--- src/rtl/timer_event_logger_if.sv ---
// Timer-side handshake and host-side event FIFO signals of the timer event logger.
interface timer_event_logger_if;
    logic       counting;
    logic [3:0] count;
    logic       done;
    logic       ack;
    logic       evt_valid;
    logic       evt_ready;
    logic [7:0] evt_data;
    logic [2:0] fifo_level;
    logic [7:0] event_cnt;

    modport master (
        output counting, count, done, evt_ready,
        input  ack, evt_valid, evt_data, fifo_level, event_cnt
    );

    modport slave (
        input  counting, count, done, evt_ready,
        output ack, evt_valid, evt_data, fifo_level, event_cnt
    );
endinterface

--- src/rtl/timer_event_logger.sv ---
// Logs each completed upstream timer run as {sequence, captured delay} into a
// 4-entry first-word-fall-through FIFO and acknowledges the timer with a one-cycle pulse.
module timer_event_logger (
    input logic           clk,
    input logic           reset,
    timer_event_logger_if.slave bus
);

    typedef enum logic [1:0] {
        IDLE = 2'd0,
        RUN  = 2'd1,
        PUSH = 2'd2,
        ACK  = 2'd3
    } state_t;

    state_t     state_r;
    logic       ack_r;
    logic [3:0] delay_r;
    logic [3:0] seq_r;
    logic [7:0] event_cnt_r;
    logic [7:0] mem_r [0:3];
    logic [1:0] wr_ptr_r;
    logic [1:0] rd_ptr_r;
    logic [2:0] level_r;
    logic       wr_en_s;
    logic       rd_en_s;
    logic       valid_s;

    // Full check uses the level at the start of the cycle, so a same-cycle read never frees a slot.
    assign wr_en_s = (state_r == PUSH) && (level_r < 3'd4);
    assign valid_s = (level_r != 3'd0);
    assign rd_en_s = valid_s && bus.evt_ready;

    // Control FSM with registered acknowledge.
    always_ff @(posedge clk or negedge reset) begin
        if (!reset) begin
            state_r <= IDLE;
            ack_r   <= 1'b0;
            delay_r <= 4'd0;
        end else begin
            ack_r <= 1'b0;
            case (state_r)
                IDLE: begin
                    if (bus.counting) begin
                        delay_r <= bus.count;
                        state_r <= RUN;
                    end else if (bus.done) begin
                        delay_r <= 4'd0;
                        state_r <= PUSH;
                    end else begin
                        state_r <= IDLE;
                    end
                end
                RUN: begin
                    if (bus.done) begin
                        state_r <= PUSH;
                    end else if (!bus.counting) begin
                        state_r <= IDLE;
                    end else begin
                        state_r <= RUN;
                    end
                end
                PUSH: begin
                    if (wr_en_s) begin
                        ack_r   <= 1'b1;
                        state_r <= ACK;
                    end else begin
                        state_r <= PUSH;
                    end
                end
                ACK: begin
                    state_r <= IDLE;
                end
                default: begin
                    state_r <= IDLE;
                end
            endcase
        end
    end

    // Event FIFO storage, pointers, sequence number and saturating event counter.
    always_ff @(posedge clk or negedge reset) begin
        if (!reset) begin
            for (int i = 0; i < 4; i++) begin
                mem_r[i] <= 8'h00;
            end
            wr_ptr_r    <= 2'd0;
            rd_ptr_r    <= 2'd0;
            seq_r       <= 4'd0;
            event_cnt_r <= 8'd0;
        end else begin
            if (wr_en_s) begin
                mem_r[wr_ptr_r] <= {seq_r, delay_r};
                wr_ptr_r        <= wr_ptr_r + 2'd1;
                seq_r           <= seq_r + 4'd1;
                if (event_cnt_r != 8'hFF) begin
                    event_cnt_r <= event_cnt_r + 8'd1;
                end else begin
                    event_cnt_r <= event_cnt_r;
                end
            end else begin
                wr_ptr_r <= wr_ptr_r;
            end
            if (rd_en_s) begin
                rd_ptr_r <= rd_ptr_r + 2'd1;
            end else begin
                rd_ptr_r <= rd_ptr_r;
            end
        end
    end

    // Occupancy: a simultaneous write and read leaves the level unchanged.
    always_ff @(posedge clk or negedge reset) begin
        if (!reset) begin
            level_r <= 3'd0;
        end else begin
            case ({wr_en_s, rd_en_s})
                2'b10:   level_r <= level_r + 3'd1;
                2'b01:   level_r <= level_r - 3'd1;
                default: level_r <= level_r;
            endcase
        end
    end

    assign bus.ack        = ack_r;
    assign bus.evt_valid  = valid_s;
    assign bus.evt_data   = valid_s ? mem_r[rd_ptr_r] : 8'h00;
    assign bus.fifo_level = level_r;
    assign bus.event_cnt  = event_cnt_r;

endmodule

--- src/flat_wrapper.sv ---
// flat-port wrapper written by rule: the top's interface ports become plain ports
module timer_event_logger_flat 
  (clk, reset, bus_counting, bus_count, bus_done, bus_evt_ready, bus_ack, bus_evt_valid, bus_evt_data, bus_fifo_level, bus_event_cnt);
  timer_event_logger_if bus_i ();
  input logic clk;
  input logic reset;
  input wire logic [$bits(bus_i.counting)-1:0] bus_counting;
  input wire logic [$bits(bus_i.count)-1:0] bus_count;
  input wire logic [$bits(bus_i.done)-1:0] bus_done;
  input wire logic [$bits(bus_i.evt_ready)-1:0] bus_evt_ready;
  output wire logic [$bits(bus_i.ack)-1:0] bus_ack;
  output wire logic [$bits(bus_i.evt_valid)-1:0] bus_evt_valid;
  output wire logic [$bits(bus_i.evt_data)-1:0] bus_evt_data;
  output wire logic [$bits(bus_i.fifo_level)-1:0] bus_fifo_level;
  output wire logic [$bits(bus_i.event_cnt)-1:0] bus_event_cnt;
  assign bus_i.counting = bus_counting;
  assign bus_i.count = bus_count;
  assign bus_i.done = bus_done;
  assign bus_i.evt_ready = bus_evt_ready;
  assign bus_ack = bus_i.ack;
  assign bus_evt_valid = bus_i.evt_valid;
  assign bus_evt_data = bus_i.evt_data;
  assign bus_fifo_level = bus_i.fifo_level;
  assign bus_event_cnt = bus_i.event_cnt;
  timer_event_logger u_core (.clk(clk), .reset(reset), .bus(bus_i));
endmodule
--- config.mk ---
export PLATFORM = sky130hd
export DESIGN_NAME = timer_event_logger_flat
export DESIGN_NICKNAME = d
export VERILOG_FILES = /design/src/rtl/timer_event_logger_if.sv /design/src/rtl/timer_event_logger.sv /design/src/flat_wrapper.sv
export SDC_FILE = /design/constraint.sdc
export NUM_CORES = 1
export LEC_CHECK = 0
export CAP_MARGIN = 0
export CORE_MARGIN = 8
export CORE_UTILIZATION = 45
export CTS_BUF_LIST = sky130_fd_sc_hd__clkbuf_8
export DETAILED_ROUTE_END_ITERATION = 7
export DONT_BUFFER_PORTS = 1
export SYNTH_ARGS = -nofsm -noshare
export SYNTH_HDL_FRONTEND = slang
export SYNTH_SLANG_ARGS = --single-unit
--- constraint.sdc ---
create_clock -name clk -period 3.11 [get_ports clk]
set_input_delay 0.311 -clock clk [delete_from_list [all_inputs] [get_ports clk]]
set_output_delay 0.311 -clock clk [all_outputs]
set_load 0.005 [all_outputs]
==> results of run 1 <==
-- layout by cell type (no fill, tap or decap), drive strengths merged, types with 3 or more instances in the layout --
cell type	Yosys	layout
dfrtp	58	58
mux2	37	37
and2	13	13
inv	9	11
clkbuf	2	10
mux4	8	8
xnor2	7	7
ha	7	7
nand2	6	6
o21ai	4	4
nand4	4	4
a22o	4	4
nor2	3	3
nand3	3	3
xor2	3	3
bufinv	0	3
-- kinds of logic (layout without fill, tap and decap cells) --
group / after synthesis / after routing
multiplexers: 47 / 47
AND/OR/NAND/NOR: 37 / 37
AO/OA/AOI/OAI: 18 / 18
buffers and inverters: 17 / 27
adder cells (fa/ha/maj): 8 / 8
XOR/XNOR: 10 / 10
flip-flops: 58 / 58
-- routing by layer --
layer / part of all wire / global-route usage / vias to the layer above
met4: 0.021 / 0.0752 / 0
li1: - / - / 711
met2: 0.47 / 0.199 / 32
met3: 0.046 / 0.0369 / 11
met1: 0.47 / 0.181 / 843
met5: 0 / 0 / -
-- final cells by class --
cell class	count	area, µm²
fill	503	2830
clock inverter	6	106
timing repair buffer	2	37.5
multi-input combinational	120	1160
inverter	9	33.8
sequential	58	1450
tap	75	93.8
clock buffer	10	138
-- through the flow --
stage / cells / power (µW) / area [µm²] / utilization / worst slack, ps
floorplan: 195 / 2180 / 2700 / - / 1260
global placement: 262 / 2360 / 2740 / 0.469 / 884
detailed placement: 262 / 2420 / 2740 / 0.469 / 781
CTS: 280 / 3300 / 3020 / 0.517 / 761
global route: 280 / 3500 / 3020 / 0.517 / 649
finish: 280 / 3260 / 3020 / 0.517 / 810
-- registers in the layout (all words and copies together), names as in the netlist --
register	count
u_core.wr_ptr_r	2
u_core.seq_r	4
u_core.state_r	2
u_core.bus.ack	1
u_core.mem_r	32
u_core.bus.fifo_level	3
u_core.rd_ptr_r	2
u_core.delay_r	4
u_core.bus.event_cnt	8
-- power breakdown --
group          internal (µW)  switching [µW]  total, µW
Sequential              1080             361       1450
Clock                    550             295        844
Combinational            570             399        969
Total                   2200            1050       3260
-- final timing paths --
check | from | endpoint
setup / recovery | u_core.bus.fifo_level[0]$_DFFE_PN0P_ | u_core.bus.fifo_level[2]$_DFFE_PN0P_
setup reg to reg | u_core.bus.fifo_level[0]$_DFFE_PN0P_ | u_core.bus.fifo_level[2]$_DFFE_PN0P_
hold / removal | bus_counting | u_core.state_r[0]$_DFF_PN0_
min in group asynchronous | reset | u_core.mem_r[27]$_DFFE_PN0P_
max in group asynchronous | reset | u_core.bus.event_cnt[3]$_DFFE_PN0P_
hold reg to reg | u_core.mem_r[7]$_DFFE_PN0P_ | u_core.mem_r[7]$_DFFE_PN0P_
-- timing repair --
action,in CTS,in global routing
hold endpoints to repair,58,0
gates resized for setup,0,0
hold buffers,2,0
setup buffers,0,0
==> impl_metrics.yaml, run 1 <==
global_route:
  grt_pass1_vias: 1655
  grt_max_degree: 59
  grtUsageTotal: 0.137
  gr-total-overflow: 0
  grt_pass1_wl_um: 9070
  antenna_found_initial: 0
power_and_ir_drop:
  p_leak_uw: 0.00136
  p_per_area_mw_per_mm2: 1080
  ir_worst_vdd_mv: 0.623
timing:
  relSlewSlack: 0.434
  tns_ps: 0
  worst_pin_slew_ps: 844
  drv_slew: 0
  hold_viol_final: 0
  skew_ps: 11.1
  rsz0062_at_grt: "no"
  max_freq_ghz: 0.435
  finalSetupViolCount: 0
  period_needed_ps: 2300
  period_share: 0.739
  fin_hold_ws_ps: 105
synth:
  synth_top_area_cell: "dfrtp_1"
  synth_fa_ha_area_frac: 0.0399
  yosys.cell_types.count: 35
  syn_nets: 212
  yosysMostFrequentCell: "dfrtp_1"
  synth_top_family_by_area: "multiplexers"
  netlist_instances: 195
  ys_seq_area_frac: 0.538
  synth_edf_count: 0
  yosys.area.top_type_share: 0.538
  synth_xor_area_frac: 0.0324
  synth_compound_area_frac: 0.0463
  avgSynthCellArea_um2: 13.8
  synth.area.mux_share: 0.230
  synth_simple_gate_area_frac: 0.0825
  yosysWarnings: 0
  synth-main-ff-cell: "dfrtp_1"
  synthArstFlopShare: 1.00
  ys_ff_latch: 58
  synthTopCellsByArea: "dfrtp_1, mux2_2, mux4_2, ha_1, and2_1"
  syn_area_mm2: 0.00270
  synth_commonest_cells: "dfrtp_1, mux2_2, and2_1, inv_1, mux4_2"
route:
  drc_errors: 0
  ant_nets: 0
  drt_pass1_iterations: 6
  vias: 1597
  drt-total-wl_um: 5330
  drt_iter0_drc: 62
  viasPerCell: 5.70
  detail_route.wl_per_cell_um: 19.1
setup_path:
  path_delay_family: "simple AND/OR/NAND/NOR gates"
  max_stage_delay_ps: 590
  worst_path_most_repeated_cell: "xor2_1"
  rr_worst_depth: 8
  crit_type: "flip-flop to flip-flop"
  timing.critical_path.arrival_ps: 2500
  cp.required_ps: 3310
  worst_setup_path_start_kind: "flip-flop"
  cp_max_fo: 11
  cp_num_buf_inv: 1
  cp_slowest_cell: "or3_1"
  end_kind: "flip-flop"
  crit_chain: "or3_1, and2_1, ha_1, inv_1, fa_1, xor2_1, nor2_1, xor2_1"
  cp.depth: 8
  reg2reg_slack_ps: 810
clocking:
  ctsLongestPathBuffers: 2
  cts_tree: "built"
  root_buffer: "clkbuf_8"
  clk_pin_slew_worst_paths_ps: 60
  clk_latency_ps: 330
  cts_sinks: 58
  cts_buffers: 9
  ctsHtreeMaxLevel: 3
run_status:
  status: "finished clean"
floorplanning:
  die_area_mm2: 0.00873
  die_w_um: 93.5
  die_y_um: 93.5
  core_mm2: 0.00585
  io_pins: 30
  start_util: 0.462
  rows: 28
placed_design:
  gp_congestion: 0.832
  portBuffers: 0
  hpwl_um: 3570
hold_path:
  hp-class: "primary input to flip-flop"
  hold_path_depth: 1
layout:
  final_nets: 217
  diodes: 0
  area_delta_synth_final_pct: 12.0
  drive_gt1_frac: 0.307
flow_run:
  cap_viol_max_count: 0
No activity file was read; power rests on OpenSTA's default activity.
==> run 2, diff against run 1 <==
Clock period 3.11 ns to 2.3 ns, I/O delays scaled along.
==> run 2 against run 1 <==
  * Final cell count increased by 2.5%
  * Clock power grew 22%
  * Via count is 2.8% lower
  * Global-route usage is 0.23 points higher
  * Fmax grew 16%
  * Sequential share of layout area is 0.55 points lower
  * Die area unchanged
  * Cell area rose by 1.2%
  * Worst hold slack got worse by 87 ps
  * Largest cell class unchanged
==> impl_metrics.yaml, run 2 (synthesized netlist as in run 1, its figures left out) <==
route:
  dr_wl_met2_um: 2510
  drt_iter0_drc: 64
  highest_layer: "met4"
  drt-total-wl_um: 5290
  vias: 1553
  drc_errors: 0
  met1_length_um: 2350
  detail_route.wl_per_cell_um: 18.4
  wl_met3_um: 284
  ant_nets: 0
  viasPerCell: 5.41
  drt_pass1_iterations: 4
floorplanning:
  die_area_mm2: 0.00873
  start_util: 0.462
  die_y_um: 93.5
  io_pins: 30
  rows: 28
  die_w_um: 93.5
  core_mm2: 0.00585
placed_design:
  dpl_worst_slack_ps: 325
  hpwl_um: 3700
  gp_congestion: 0.819
  post_dp_cell_area_mm2: 0.00280
  portBuffers: 0
clocking:
  ctsHtreeMaxLevel: 3
  cts_buffers: 9
  cts_tree: "built"
  clk_pin_slew_worst_paths_ps: 60
  ctsLongestPathBuffers: 2
  ctsResizeCount: 0
  clk_latency_ps: 330
  cts_sinks: 58
  root_buffer: "clkbuf_8"
setup_path:
  end_kind: "flip-flop"
  crit_type: "flip-flop to flip-flop"
  worst_setup_path_start_kind: "flip-flop"
  rr_worst_depth: 8
  cp_max_fo: 5
  cp.required_ps: 2510
  timing.critical_path.arrival_ps: 2190
layout:
  largest_reg_flops: 32
  regArea_mm2: 0.00145
  final_cell_mix: "dfrtp_1, mux2_2, and2_1, clkbuf_8, inv_1"
  fin_area_mm2: 0.00306
  top_register: "u_core.mem_r"
  fillCellCount: 475
  drive_gt1_frac: 0.330
  area_delta_synth_final_pct: 13.3
  diodes: 0
  mostFrequentLayoutCell: "dfrtp_1"
  multi_input_area_mm2: 0.00116
  final_nets: 225
flow_run:
  cap_viol_max_count: 0
timing:
  period_share: 0.860
  drv_slew: 0
  period_needed_ps: 1980
  setup_ws_ps: 322
  tns_ps: 0
  rsz0062_at_grt: "no"
  worst_pin_slew_ps: 702
  skew_ps: 10.1
  hold_viol_final: 0
  finalSetupViolCount: 0
  max_freq_ghz: 0.506
  relSlewSlack: 0.529
  fin_hold_ws_ps: 18.7
run_status:
  status: "finished clean"
global_route:
  grt_max_degree: 59
  gr-total-overflow: 0
  grtUsageTotal: 0.139
  grt_pass1_vias: 1711
  antenna_found_initial: 0
  grt_pass1_wl_um: 9100
power_and_ir_drop:
  p_seq_frac: 0.431
  p_switching_uw: 1410
  pwr-share-clk: 0.237
  p_int_uw: 2950
  ir_worst_vdd_mv: 0.919
  p_comb_frac: 0.332
  switching_share: 0.323
  p_leak_uw: 0.00139
  p_per_area_mw_per_mm2: 1430
hold_path:
  hold_path_depth: 1
  hp-class: "primary input to flip-flop"
[run 2: area by class of cell]
cell class / count / area share
flip-flops and latches: 58 / 0.474
multi-input cells: 120 / 0.380
clock buffers: 11 / 0.0495
repair buffers: 10 / 0.0319
well taps: 75 / 0.0307
clock inverters: 4 / 0.0221
inverters: 9 / 0.0110
[run 2: path summary, 6_finish.rpt]
kind                       slack [ps]                                 start                                    to
setup / recovery                  320  u_core.bus.fifo_level[2]$_DFFE_PN0P_  u_core.bus.fifo_level[2]$_DFFE_PN0P_
hold / removal                     20                          bus_counting           u_core.state_r[0]$_DFF_PN0_
setup reg to reg                  320  u_core.bus.fifo_level[2]$_DFFE_PN0P_  u_core.bus.fifo_level[2]$_DFFE_PN0P_
hold reg to reg                   500          u_core.mem_r[29]$_DFFE_PN0P_          u_core.mem_r[29]$_DFFE_PN0P_
max in group asynchronous        1620                                 reset          u_core.mem_r[14]$_DFFE_PN0P_
min in group asynchronous         420                                 reset          u_core.mem_r[17]$_DFFE_PN0P_
[run 2: timing repair]
action	4_1_cts	5_1_grt
hold endpoints to repair	58	0
hold buffers	2	0
setup buffers	0	0
[run 2: worst max-delay path: stages (launching register included)]
cell	delay (ps)
dfrtp_1	440
or3_1	400
and2_1	200
ha_1	230
inv_1	70
fa_1	170
xor2_1	150
nor2_1	70
xor2_1	140
[run 2: routing by layer]
metal | up-vias | track usage
met3 | 12 | 0.0425
li1 | 724 | -
met2 | 36 | 0.206
met4 | 0 | 0.0899
met1 | 781 | 0.173
met5 | - | 0
[run 2: power by group through the flow]
stage / combinational (µW) / clock [µW] / sequential (µW)
floorplan: 1210 / 0 / 1740
global placement: 1380 / 0 / 1860
detailed placement: 1450 / 0 / 1900
CTS: 1490 / 1070 / 1880
global route: 1640 / 1110 / 1950
finish: 1450 / 1030 / 1880
[run 2: metrics by stage]
step | total power [µW] | util | cells
2_1_floorplan | 2950 | - | 195
3_3_place_gp | 3240 | 0.479 | 270
3_5_place_dp | 3360 | 0.479 | 270
4_1_cts | 4430 | 0.523 | 287
5_1_grt | 4700 | 0.523 | 287
6_report | 4360 | 0.523 | 287
==> run 3, diff against run 2 <==
Settings changed: MAX_ROUTING_LAYER from default to met4.
==> run 3 against run 2 <==
  * Count of clock-buffer cells in the layout unchanged
  * Power about the same
  * Flip-flop and latch count unchanged
  * Sequential power about the same
  * Critical endpoint unchanged
  * Register-to-register slack about the same
  * Utilization unchanged
  * Final cell count unchanged
  * Die area unchanged
  * Largest power group unchanged
==> impl_metrics.yaml, run 3 (synthesized netlist as in run 1, its figures left out) <==
setup_path:
  crit_type: "flip-flop to flip-flop"
  r2r-end: "u_core.bus.fifo_level[2]$_DFFE_PN0P_"
  max_stage_delay_ps: 440
  worst_path_most_repeated_cell: "xor2_1"
  worstSetupEndpoint: "u_core.bus.fifo_level[2]$_DFFE_PN0P_"
  timing.critical_path.arrival_ps: 2190
  reg2reg_from: "u_core.bus.fifo_level[2]$_DFFE_PN0P_"
  cp.required_ps: 2510
  startpoint: "u_core.bus.fifo_level[2]$_DFFE_PN0P_"
  cp_slowest_cell: "dfrtp_1"
  reg2reg_slack_ps: 320
  worst_setup_path_start_kind: "flip-flop"
  crit_chain: "or3_1, and2_1, ha_1, inv_1, fa_1, xor2_1, nor2_1, xor2_1"
  rr_worst_depth: 8
  cp_max_fo: 5
  end_kind: "flip-flop"
clocking:
  cts_sinks: 58
  root_buffer: "clkbuf_8"
  clk_latency_ps: 330
  clk_pin_slew_worst_paths_ps: 60
  ctsResizeCount: 0
  ctsLongestPathBuffers: 2
  cts_tree: "built"
  postCtsSetupRepairBufs: 0
  ctsHtreeMaxLevel: 3
  cts_buffers: 9
timing:
  setup_ws_ps: 322
  tns_ps: 0
  rsz0062_at_grt: "no"
  skew_ps: 10.1
  worst_pin_slew_ps: 694
  hold_viol_final: 0
  period_needed_ps: 1980
  drv_slew: 0
  fin_hold_ws_ps: 19.3
  period_share: 0.860
  max_freq_ghz: 0.506
  relSlewSlack: 0.534
  finalSetupViolCount: 0
route:
  ant_nets: 0
  vias: 1548
  drt_pass1_iterations: 4
  drt-total-wl_um: 5310
  drc_errors: 0
  viasPerCell: 5.39
  detail_route.wl_per_cell_um: 18.5
  drt_iter0_drc: 79
layout:
  largest_reg_flops: 32
  fin_area_mm2: 0.00306
  final_cell_mix: "dfrtp_1, mux2_2, and2_1, clkbuf_8, inv_1"
  final_util: 0.523
  top_register: "u_core.mem_r"
  mostFrequentLayoutCell: "dfrtp_1"
  drive_gt1_frac: 0.330
  diodes: 0
  area_delta_synth_final_pct: 13.3
  final_nets: 225
placed_design:
  post_dp_cell_area_mm2: 0.00280
  hpwl_um: 3700
  dpl_worst_slack_ps: 325
  portBuffers: 0
  gp_congestion: 0.831
global_route:
  gr-total-overflow: 0
  antenna_found_initial: 0
  grtUsageTotal: 0.143
  grt_pass1_wl_um: 9100
  grt_max_degree: 59
  grt_pass1_vias: 1705
hold_path:
  hp-class: "primary input to flip-flop"
floorplanning:
  die_y_um: 93.5
  io_pins: 30
  die_w_um: 93.5
  start_util: 0.462
  core_mm2: 0.00585
  rows: 28
  die_area_mm2: 0.00873
power_and_ir_drop:
  ir_worst_vdd_mv: 0.918
  p_leak_uw: 0.00139
  p_per_area_mw_per_mm2: 1430
run_status:
  status: "finished clean"
flow_run:
  cap_viol_max_count: 0
## run 3: cell counts in the layout (fill, tap and decap cells not counted)
Identical to the previous run, type by type.
## run 3: what timing repair did
item / 4_1_cts / 5_1_grt
setup endpoints to repair: 0 / 0
endpoints found under the hold margin: 58 / 0
hold buffers: 2 / 0
## run 3: per-stage QoR
stage               power, µW  std cells
floorplan                2950        195
global placement         3240        270
detailed placement       3360        270
CTS                      4430        287
global route             4700        287
finish                   4360        287
## run 3: worst min path at each step
stage | slack (ps) | endpoint | startpoint | cells after the start
floorplan | -70 | u_core.bus.ack$_DFF_PN0_ | reset | 0
global placement | -60 | u_core.mem_r[25]$_DFFE_PN0P_ | reset | 0
detailed placement | -60 | u_core.mem_r[9]$_DFFE_PN0P_ | reset | 0
CTS | 3 | u_core.state_r[0]$_DFF_PN0_ | bus_counting | 1
global route | 10 | u_core.state_r[0]$_DFF_PN0_ | bus_counting | 1
finish | 20 | u_core.state_r[0]$_DFF_PN0_ | bus_counting | 1
## run 3: cell type report
type	count	area, µm²
clock buffers	11	151
flip-flops and latches	58	1450
multi-input cells	120	1160
fillers	475	2790
well taps	75	93.8
clock inverters	4	67.6
inverters	9	33.8
repair buffers	10	97.6
## run 3: layer usage
metal | vias up | global-route usage | wire (µm)
met5 | - | - | 0
met4 | 0 | 0.0899 | 142
met3 | 12 | 0.0409 | 283
met2 | 39 | 0.205 | 2490
met1 | 774 | 0.174 | 2400
li1 | 723 | - | -
## run 3: power by group
part / internal [µW] / switching (µW) / leakage [µW]
clock network: 655 / 380 / 0.000118
logic: 829 / 617 / 0.000534
registers: 1470 / 413 / 0.000737
## run 3: worst max-delay path: cells and delay by family (launching register included)
kind / cells / cell delay (ps)
flip-flops: 1 / 440
AND/OR/NAND/NOR: 3 / 670
adder cells (fa/ha/maj): 2 / 400
XOR/XNOR: 2 / 290
buffers and inverters: 1 / 70
